[config.mk]
export PLATFORM = sky130hd
export DESIGN_NAME = replace_event_queue
export DESIGN_NICKNAME = d
export VERILOG_FILES = /design/src/rtl/replace_event_queue.sv
export SDC_FILE = /design/constraint.sdc
export NUM_CORES = 1
export LEC_CHECK = 0
export CORE_MARGIN = 2
export CORE_UTILIZATION = 42
export DETAILED_ROUTE_END_ITERATION = 6
export PLACE_DENSITY = 0.69
export RECOVER_POWER = 50
export SLEW_MARGIN = 20
export SYNTH_ARGS = -nofsm -noshare
export SYNTH_HDL_FRONTEND = slang
export SYNTH_SLANG_ARGS = --single-unit
[constraint.sdc]
create_clock -name clk -period 24.3 [get_ports clk]
set_clock_uncertainty 0.1 [all_clocks]
set_input_delay 2.43 -clock clk [delete_from_list [all_inputs] [get_ports clk]]
set_output_delay 2.43 -clock clk [all_outputs]
set_load 0.1 [all_outputs]
[src/rtl/replace_event_queue.sv]
// replace_event_queue: first-word-fall-through queue of decoded Replace Order
// events, each tagged with a 16-bit sequence number at push time.
//
// Ports
//   clk, rst          clock; synchronous active-high reset
//   in_valid          decoded-message pulse; payload valid this cycle only
//   in_invalid        malformed-message pulse (counted, never queued)
//   in_old_ref/in_new_ref/in_shares/in_price   event payload
//   out_valid/out_ready                        head handshake
//   out_old_ref/out_new_ref/out_shares/out_price/out_seq   head entry (0 when empty)
//   count, full       occupancy and full flag
//   overflow          sticky: an event was dropped because the queue was full
//   drop_count, invalid_count   saturating statistics counters
//
// Optional feature: define REPLACE_EVENT_QUEUE_STATS_EN to build the statistics
// counters; otherwise drop_count and invalid_count are tied to 0.
module replace_event_queue #(
  parameter int unsigned DEPTH = 8,
  parameter int unsigned AW    = $clog2(DEPTH)
) (
  input  logic          clk,
  input  logic          rst,
  input  logic          in_valid,
  input  logic          in_invalid,
  input  logic [63:0]   in_old_ref,
  input  logic [63:0]   in_new_ref,
  input  logic [31:0]   in_shares,
  input  logic [31:0]   in_price,
  output logic          out_valid,
  input  logic          out_ready,
  output logic [63:0]   out_old_ref,
  output logic [63:0]   out_new_ref,
  output logic [31:0]   out_shares,
  output logic [31:0]   out_price,
  output logic [15:0]   out_seq,
  output logic [AW:0]   count,
  output logic          full,
  output logic          overflow,
  output logic [15:0]   drop_count,
  output logic [15:0]   invalid_count
);

  localparam int unsigned CW = AW + 1;
  localparam logic [AW:0] DEPTH_C = CW'(DEPTH);

  typedef struct packed {
    logic [63:0] old_ref;
    logic [63:0] new_ref;
    logic [31:0] shares;
    logic [31:0] price;
    logic [15:0] seq;
  } entry_t;

  entry_t        mem [DEPTH];
  entry_t        head;
  logic [AW-1:0] wr_ptr;
  logic [AW-1:0] rd_ptr;
  logic [AW:0]   count_q;
  logic [AW:0]   count_next;
  logic [15:0]   seq_q;
  logic          overflow_q;
  logic          push;
  logic          pop;
  logic          drop;

  // Handshake decode; a pop frees a slot so a push at full is still accepted.
  always_comb begin
    pop  = out_valid && out_ready;
    push = in_valid && (!full || pop);
    drop = in_valid && full && !pop;
    count_next = count_q;
    case ({push, pop})
      2'b10:   count_next = count_q + CW'(1);
      2'b01:   count_next = count_q - CW'(1);
      default: count_next = count_q;
    endcase
  end

  // Control state: pointers, occupancy, sequence counter, sticky overflow.
  always_ff @(posedge clk) begin
    if (rst) begin
      wr_ptr     <= '0;
      rd_ptr     <= '0;
      count_q    <= '0;
      seq_q      <= '0;
      overflow_q <= 1'b0;
    end else begin
      if (push) begin
        wr_ptr <= wr_ptr + AW'(1);
        seq_q  <= seq_q + 16'd1;
      end
      if (pop) rd_ptr <= rd_ptr + AW'(1);
      count_q <= count_next;
      if (drop) overflow_q <= 1'b1;
    end
  end

  // Entry storage; contents are not reset, the empty-state mask hides them.
  always_ff @(posedge clk) begin
    if (push && !rst) begin
      mem[wr_ptr] <= '{old_ref: in_old_ref, new_ref: in_new_ref,
                       shares: in_shares, price: in_price, seq: seq_q};
    end
  end

  assign head      = mem[rd_ptr];
  assign out_valid = (count_q != '0);
  assign count     = count_q;
  assign full      = (count_q == DEPTH_C);
  assign overflow  = overflow_q;

  // Head payload, forced to zero while the queue is empty.
  always_comb begin
    out_old_ref = '0;
    out_new_ref = '0;
    out_shares  = '0;
    out_price   = '0;
    out_seq     = '0;
    if (out_valid) begin
      out_old_ref = head.old_ref;
      out_new_ref = head.new_ref;
      out_shares  = head.shares;
      out_price   = head.price;
      out_seq     = head.seq;
    end
  end

`ifdef REPLACE_EVENT_QUEUE_STATS_EN
  logic [15:0] drop_cnt_q;
  logic [15:0] inv_cnt_q;

  // Saturating statistics counters.
  always_ff @(posedge clk) begin
    if (rst) begin
      drop_cnt_q <= '0;
      inv_cnt_q  <= '0;
    end else begin
      if (drop && drop_cnt_q != 16'hFFFF) drop_cnt_q <= drop_cnt_q + 16'd1;
      if (in_invalid && inv_cnt_q != 16'hFFFF) inv_cnt_q <= inv_cnt_q + 16'd1;
    end
  end

  assign drop_count    = drop_cnt_q;
  assign invalid_count = inv_cnt_q;
`else
  logic unused_invalid;
  assign unused_invalid = in_invalid;
  assign drop_count     = '0;
  assign invalid_count  = '0;
`endif

endmodule
==> results of run 1 <==
[Yosys cell counts, drive strengths merged]
master / number / area, sq um
nand2: 10 / 37.5
conb: 1 / 3.75
buf: 130 / 732
dfxtp: 30 / 601
o21ba: 2 / 20.0
nor4b: 1 / 8.76
o211ai: 2 / 15.0
or4: 10 / 75.1
nor2: 225 / 845
nand2b: 4 / 25.0
inv: 4 / 15.0
o2bb2ai: 1 / 8.76
and2: 1 / 6.26
mux4: 416 / 9370
nor4: 6 / 43.8
clkbuf: 55 / 206
and3: 1 / 6.26
nand3b: 1 / 7.51
o31ai: 10 / 75.1
xor2: 5 / 43.8
o2111ai: 1 / 26.3
nor3: 5 / 25.0
a31oi: 1 / 6.26
nor2b: 3 / 18.8
mux2: 1 / 11.3
mux2i: 208 / 2080
o21a: 1 / 7.51
or3: 3 / 23.8
o311a: 1 / 10.0
ha: 4 / 50.1
a211oi: 2 / 15.0
xnor2: 5 / 43.8
and4: 4 / 35.0
a21oi: 15 / 75.1
nand4: 3 / 18.8
a21o: 1 / 7.51
o21ai: 5 / 25.0
edfxtp: 1664 / 50000
nand3: 6 / 30.0
o31a: 1 / 8.76
[routing by layer]
| layer | track usage [%] | up-vias |
|---|---|---|
| met3 | 5.01 | 241 |
| met2 | 27.6 | 850 |
| met5 | 0 | - |
| met1 | 22.6 | 16000 |
| li1 | - | 12800 |
| met4 | 5.04 | 42 |
[cell usage in the layout (no fill, tap or decap), types with 5 or more instances in the layout]
cell | Yosys | routed
buf_4 | 38 | 37
clkbuf_1 | 55 | 57
nand2_1 | 10 | 10
nor2_1 | 225 | 224
or4_1 | 10 | 10
mux2i_1 | 208 | 208
clkbuf_16 | 0 | 172
xor2_1 | 5 | 5
nand3_1 | 6 | 6
xnor2_1 | 5 | 5
clkinv_1 | 0 | 28
dlygate4sd3_1 | 0 | 193
buf_12 | 0 | 7
clkdlybuf4s50_1 | 0 | 212
dfxtp_1 | 30 | 27
clkinvlp_4 | 0 | 5
bufinv_16 | 0 | 9
edfxtp_1 | 1664 | 1664
mux4_2 | 416 | 416
a21oi_1 | 15 | 15
clkinv_2 | 0 | 21
conb_1 | 1 | 32
diode_2 | 0 | 19
clkinv_16 | 0 | 9
o31ai_1 | 10 | 10
o21ai_0 | 3 | 5
[report_power, final]
part	switching (W)	leakage, nW	internal (W)
combinational	0.00190	5.09	0.000737
sequential	0.0000331	15.4	0.00325
clock	0.00110	2.61	0.00142
total	0.00304	23.1	0.00541
[registers in the layout, summed over array words and instances (netlist names), named ones only]
| register | flops |
|---|---|
| count | 4 |
| seq_q | 16 |
| overflow | 1 |
| wr_ptr | 3 |
| rd_ptr | 3 |
| mem | 1664 |
[worst max-delay path, stage by stage, from the launching register on]
cell             delay, ns
dfxtp_1               0.42
nor4_1                0.31
clkbuf_1              2.80
clkbuf_1              2.15
buf_4                 0.95
nor2_1                0.26
clkdlybuf4s50_1       1.04
[logic make-up (layout without fill, tap and decap cells)]
| group | after synthesis | in the layout | share of synthesized area [%] |
|---|---|---|---|
| muxes | 625 | 625 | 17.7 |
| adders and majority gates | 4 | 4 | 0.0774 |
| buffers and inverters | 189 | 771 | 1.48 |
| DFF | 1694 | 1694 | 78.2 |
| AOI/OAI and AO/OA | 43 | 43 | 0.465 |
| and+or+nand+nor | 283 | 283 | 1.87 |
| other | 1 | 51 | 0.00580 |
| xor gates and xnor gates | 10 | 10 | 0.136 |
[worst max-delay path by stage]
stage | from | endpoint | slack, ns | depth (start not counted)
floorplan | in_valid | mem[1][0] | 0.40 | 3
global placement | register | out_new_ref[50] | 16.18 | 7
detailed placement | register | out_new_ref[50] | 16.14 | 7
CTS | register | out_new_ref[50] | 15.22 | 7
global route | count[0] | out_shares[0] | 12.26 | 6
finish | count[0] | out_shares[0] | 13.00 | 6
[stage by stage]
stage / total power [W] / setup slack, ns / instance area [sq um]
3_3_place_gp: 0.00602 / 16.18 / 71000
3_5_place_dp: 0.00603 / 16.14 / 71000
5_1_grt: 0.00874 / 12.26 / 76400
4_1_cts: 0.00856 / 15.22 / 76400
2_1_floorplan: 0.00540 / 0.399 / 64800
6_report: 0.00845 / 13.00 / 76400
[layout make-up]
cell class	instances	area [sq um]	share of cell area, %
diodes	19	47.5	0.0622
multi-input cells	997	13300	17.3
repair buffers	461	4560	5.97
clock inverters	83	945	1.24
well taps	2030	2540	3.32
flip-flops and latches	1694	50600	66.2
inverters	4	15.0	0.0196
clock buffers	223	4500	5.88
==> metrics.cfg, run 1 <==
[run_status]
status=finished with violations
violations=capacitance limit, slew limit

[worst_setup_path]
end_kind=output port
arrival_ns=8.77
rrSetupSlack_ns=15.66
crit_fanout=64
worst-r2r-cell-count=4
r2r_start=count[1]
r2r-end=mem[3][70]
required_ns=21.77
worstSetupPathType=register to output port
start_kind=register

[timing]
hold_ws_ns=0.390
hold_viol_final=0
setup_viol=0
fin_setup_tns_ns=0
period_share_pct=46.5
fin_crit_ns=11.30
slew_headroom_pct=-487
fmax_ghz=0.0885
final_max_slew_viol_count=370
rsz0062_at_grt=false
worstMarginPinSlew_ns=8.80

[worst_hold_path]
worstHoldStart=rd_ptr[1]
hp-class=register to register
hold_depth=2

[pwr]
power_density_nw_per_um2=111
ir_worst_vdd_v=0.000100
leakage_nw=23.1

[clock_network]
numCtsBuffers=172
cts_setup_buffers=0
root_buffer=clkbuf_16
cts-htree-levels=4
ctsResizeCount=0
cts_buffer_depth=3
cts_tree=yes
clk_pin_slew_worst_paths_ns=0.06
worstSkewPairLatency_ns=0.80
clock-sinks=1694
hold_buffers=0

[routing]
wl_per_cell_um=24.4
firstDrtPassIters=5
vias=29900
antenna_left=0
drc=0
met1_length_um=55300
viasPerCell=5.43
drt_iter0_markers=2136
dr_wl_met3_um=9810
dr.max_layer_used=met5
wl_um=135000
wl_met2_um=66800

[grt]
globalRouteOverflowTotal=0
grt_pass1_vias=31000
grt_max_degree=137
track_usage_pct=17.1
grt_antenna_before_repair=48
grt_pass1_wl_um=200000

[synth]
synthCells=2849
syn_area_sq_um=64600
ys_types=46
yosysSeqAreaShare_pct=78.2
yosys_register_bits=1694
syn_avg_cell_area_sq_um=22.7
yosysWarnings=0

[die]
start_util_pct=42.4
fp-row-count=143
die_w_um=396
coreArea_sq_um=152000
die_h_um=396
ios=444
die_area_sq_um=157000

[cells_and_area]
area_delta_synth_final_pct=18.3
layout-drive-gt1-share_pct=20.4
layoutNonFillerInstCount=5511
nets=3531
fillers=12000
fin_util_pct=50.1

[flow_run]
drv_cap=5

[place]
dp_hpwl_um=69500
gp_congestion=0.703
portBuffers=410
dp_cells=5185

(Power assumes the default switching activity.)
==> run 2: changes to the inputs <==
Clock period 24.3 ns to 9.75 ns, I/O delays scaled along.
==> run 2 against run 1 <==
Compared with the run above:
- the flow still finishes with violations (capacitance limit, slew limit)
- utilization about the same
- total power increased by 150%
- worst hold slack got worse by 0.015 ns
- clock power increased by 150%
- sequential share of layout area about the same
- clock-buffer cell count decreased by 8
- cell count about the same
- non-clock buffer count decreased by 1
- worst setup slack got worse by 11 ns
- critical path type is now input port to register
- largest cell class unchanged
==> metrics.cfg, run 2 (synthesized netlist as in run 1, its figures left out) <==
[timing]
worstMarginPinSlew_ns=6.54  ; was 8.80 ns
fin_crit_ns=7.47
rsz0062_at_grt=false  ; unchanged
setup_viol=0  ; unchanged
period_share_pct=76.6
slew_headroom_pct=-336  ; was -487%
final_max_slew_viol_count=241  ; was 370
fin_setup_tns_ns=0  ; unchanged
hold_viol_final=0  ; unchanged
fmax_ghz=0.134

[cells_and_area]
fin_util_pct=50.1  ; about the same
top_register=mem  ; unchanged
area_delta_synth_final_pct=18.2  ; was 18.3%
nets=3529  ; was 3531
fillers=12000  ; about the same
layout-drive-gt1-share_pct=20.5  ; was 20.4%
final_common_cell=edfxtp_1  ; unchanged
final_cell_mix=1664 x edfxtp_1, 416 x mux4_2, 223 x nor2_1  ; was 1664 x edfxtp_1, 416 x mux4_2, 224 x nor2_1
largest_reg_flops=1664  ; unchanged

[routing]
antenna_left=0  ; unchanged
dr_wl_met3_um=9780  ; was 9810 um
drc=0  ; unchanged
wl_per_cell_um=24.5  ; was 24.4 um
viasPerCell=5.41  ; was 5.43
wl_um=135000  ; about the same
vias=29800  ; was 29900
wl_met2_um=65900  ; was 66800 um
met1_length_um=56200  ; was 55300 um
drt_iter0_markers=2138  ; was 2136
dr.max_layer_used=met5  ; unchanged
firstDrtPassIters=5  ; unchanged

[pwr]
leakage_nw=23.1  ; about the same
power_frac_seq_pct=39.0  ; was 38.9%
power_density_nw_per_um2=275  ; was 111 nW/um^2
clock_power_share_pct=29.6  ; was 29.9%
p_comb_share_pct=31.3  ; was 31.2%
power_w=0.0210  ; was 0.00845 W
ir_worst_vdd_v=0.000231  ; was 0.000100 V
p_sw_w=0.00750  ; was 0.00304 W
swShare_pct=35.8  ; was 36.0%
intPower_w=0.0135  ; was 0.00541 W

[run_status]
status=finished with violations  ; unchanged
violations=capacitance limit, slew limit  ; unchanged

[clock_network]
cts_tree=yes  ; unchanged
numCtsBuffers=171  ; was 172
cts_buffer_depth=3  ; unchanged
clock-sinks=1694  ; unchanged
ctsResizeCount=0  ; unchanged
worstSkewPairLatency_ns=0.79  ; was 0.80 ns
clk_pin_slew_worst_paths_ns=0.06  ; about the same
cts-htree-levels=4  ; unchanged
cts_setup_buffers=0  ; unchanged
hold_buffers=0  ; unchanged
root_buffer=clkbuf_16  ; unchanged

[worst_setup_path]
cpPeakStageDelay_ns=4.59  ; was 2.80 ns
arrival_ns=7.58  ; was 8.77 ns
crit_fanout=103  ; was 64
worstSetupPathType=input port to register  ; was register to output port
required_ns=9.86  ; was 21.77 ns
startpoint=out_ready  ; was count[0]
start_kind=input port  ; was register
end_kind=register  ; was output port
slowest_stage=dlymetal6s4s_1  ; was clkbuf_1
path_cells=dlygate4sd3_1, nand2b_1, o21ai_0, clkbuf_1, nor3_4, dlymetal6s4s_1  ; was nor4_1, clkbuf_1, clkbuf_1, buf_4, nor2_1, clkdlybuf4s50_1
r2r_start=count[0]  ; was count[1]

[place]
dp_hpwl_um=69600  ; was 69500 um
gp_congestion=0.716  ; was 0.703
portBuffers=410  ; unchanged

[die]
coreArea_sq_um=152000  ; unchanged
die_w_um=396  ; unchanged
ios=444  ; unchanged
die_area_sq_um=157000  ; unchanged
start_util_pct=42.4  ; unchanged
fp-row-count=143  ; unchanged
die_h_um=396  ; unchanged

[grt]
grt_pass1_vias=31100  ; was 31000
globalRouteOverflowTotal=0  ; unchanged
grt_max_degree=131  ; was 137
track_usage_pct=17.2  ; was 17.1%
grt_antenna_before_repair=46  ; was 48
grt_pass1_wl_um=200000  ; about the same

[flow_run]
drv_cap=6  ; was 5

[worst_hold_path]
hp-class=register to register  ; unchanged
worstHoldStart=overflow  ; was rd_ptr[1]

==> run 2: worst paths after layout <==
path	end	slack [ns]	cells after the start
max	mem[3][137]	2.28	6
min	overflow	0.37	2
max reg2reg	mem[3][137]	2.75	5
min reg2reg	overflow	0.37	2
==> run 2: layer usage <==
layer | GRT usage (%) | up-vias
met4 | 4.66 | 38
met1 | 23.1 | 15800
met2 | 27.7 | 908
met3 | 4.74 | 218
met5 | 0 | -
li1 | - | 12800
==> run 2: power groups by stage <==
stage / combinational [W] / sequential (W) / clock [W]
floorplan: 0.00510 / 0.00834 / 0
global placement: 0.00666 / 0.00834 / 0
detailed placement: 0.00667 / 0.00835 / 0
CTS: 0.00669 / 0.00820 / 0.00638
global route: 0.00685 / 0.00820 / 0.00666
finish: 0.00658 / 0.00819 / 0.00622
==> run 2: layout make-up <==
type / count / area (sq um) / share of cell area [%]
antenna: 16 / 40.0 / 0.0524
tap: 2030 / 2540 / 3.33
inverter: 4 / 15.0 / 0.0197
clock inverter: 98 / 846 / 1.11
clock buffer: 215 / 4500 / 5.89
sequential: 1694 / 50600 / 66.2
timing repair buffer: 460 / 4610 / 6.03
multi-input combinational: 997 / 13300 / 17.4
==> run 2: through the flow <==
step	cell area, sq um	hold WS [ns]	cells	setup slack (ns)
5_1_grt	76400	0.400	5505	1.87
3_3_place_gp	71100	0.363	5185	4.53
3_5_place_dp	71100	0.369	5185	4.53
6_report	76400	0.375	5514	2.28
2_1_floorplan	64800	0.354	2880	-4.13
4_1_cts	76500	0.372	5498	3.62
==> run 2: critical path, delay by kind of cell <==
family,cells,cell delay [ns]
buffers and inverters,3,5.66
and+or+nand+nor,2,0.57
AOI/OAI and AO/OA,1,0.11
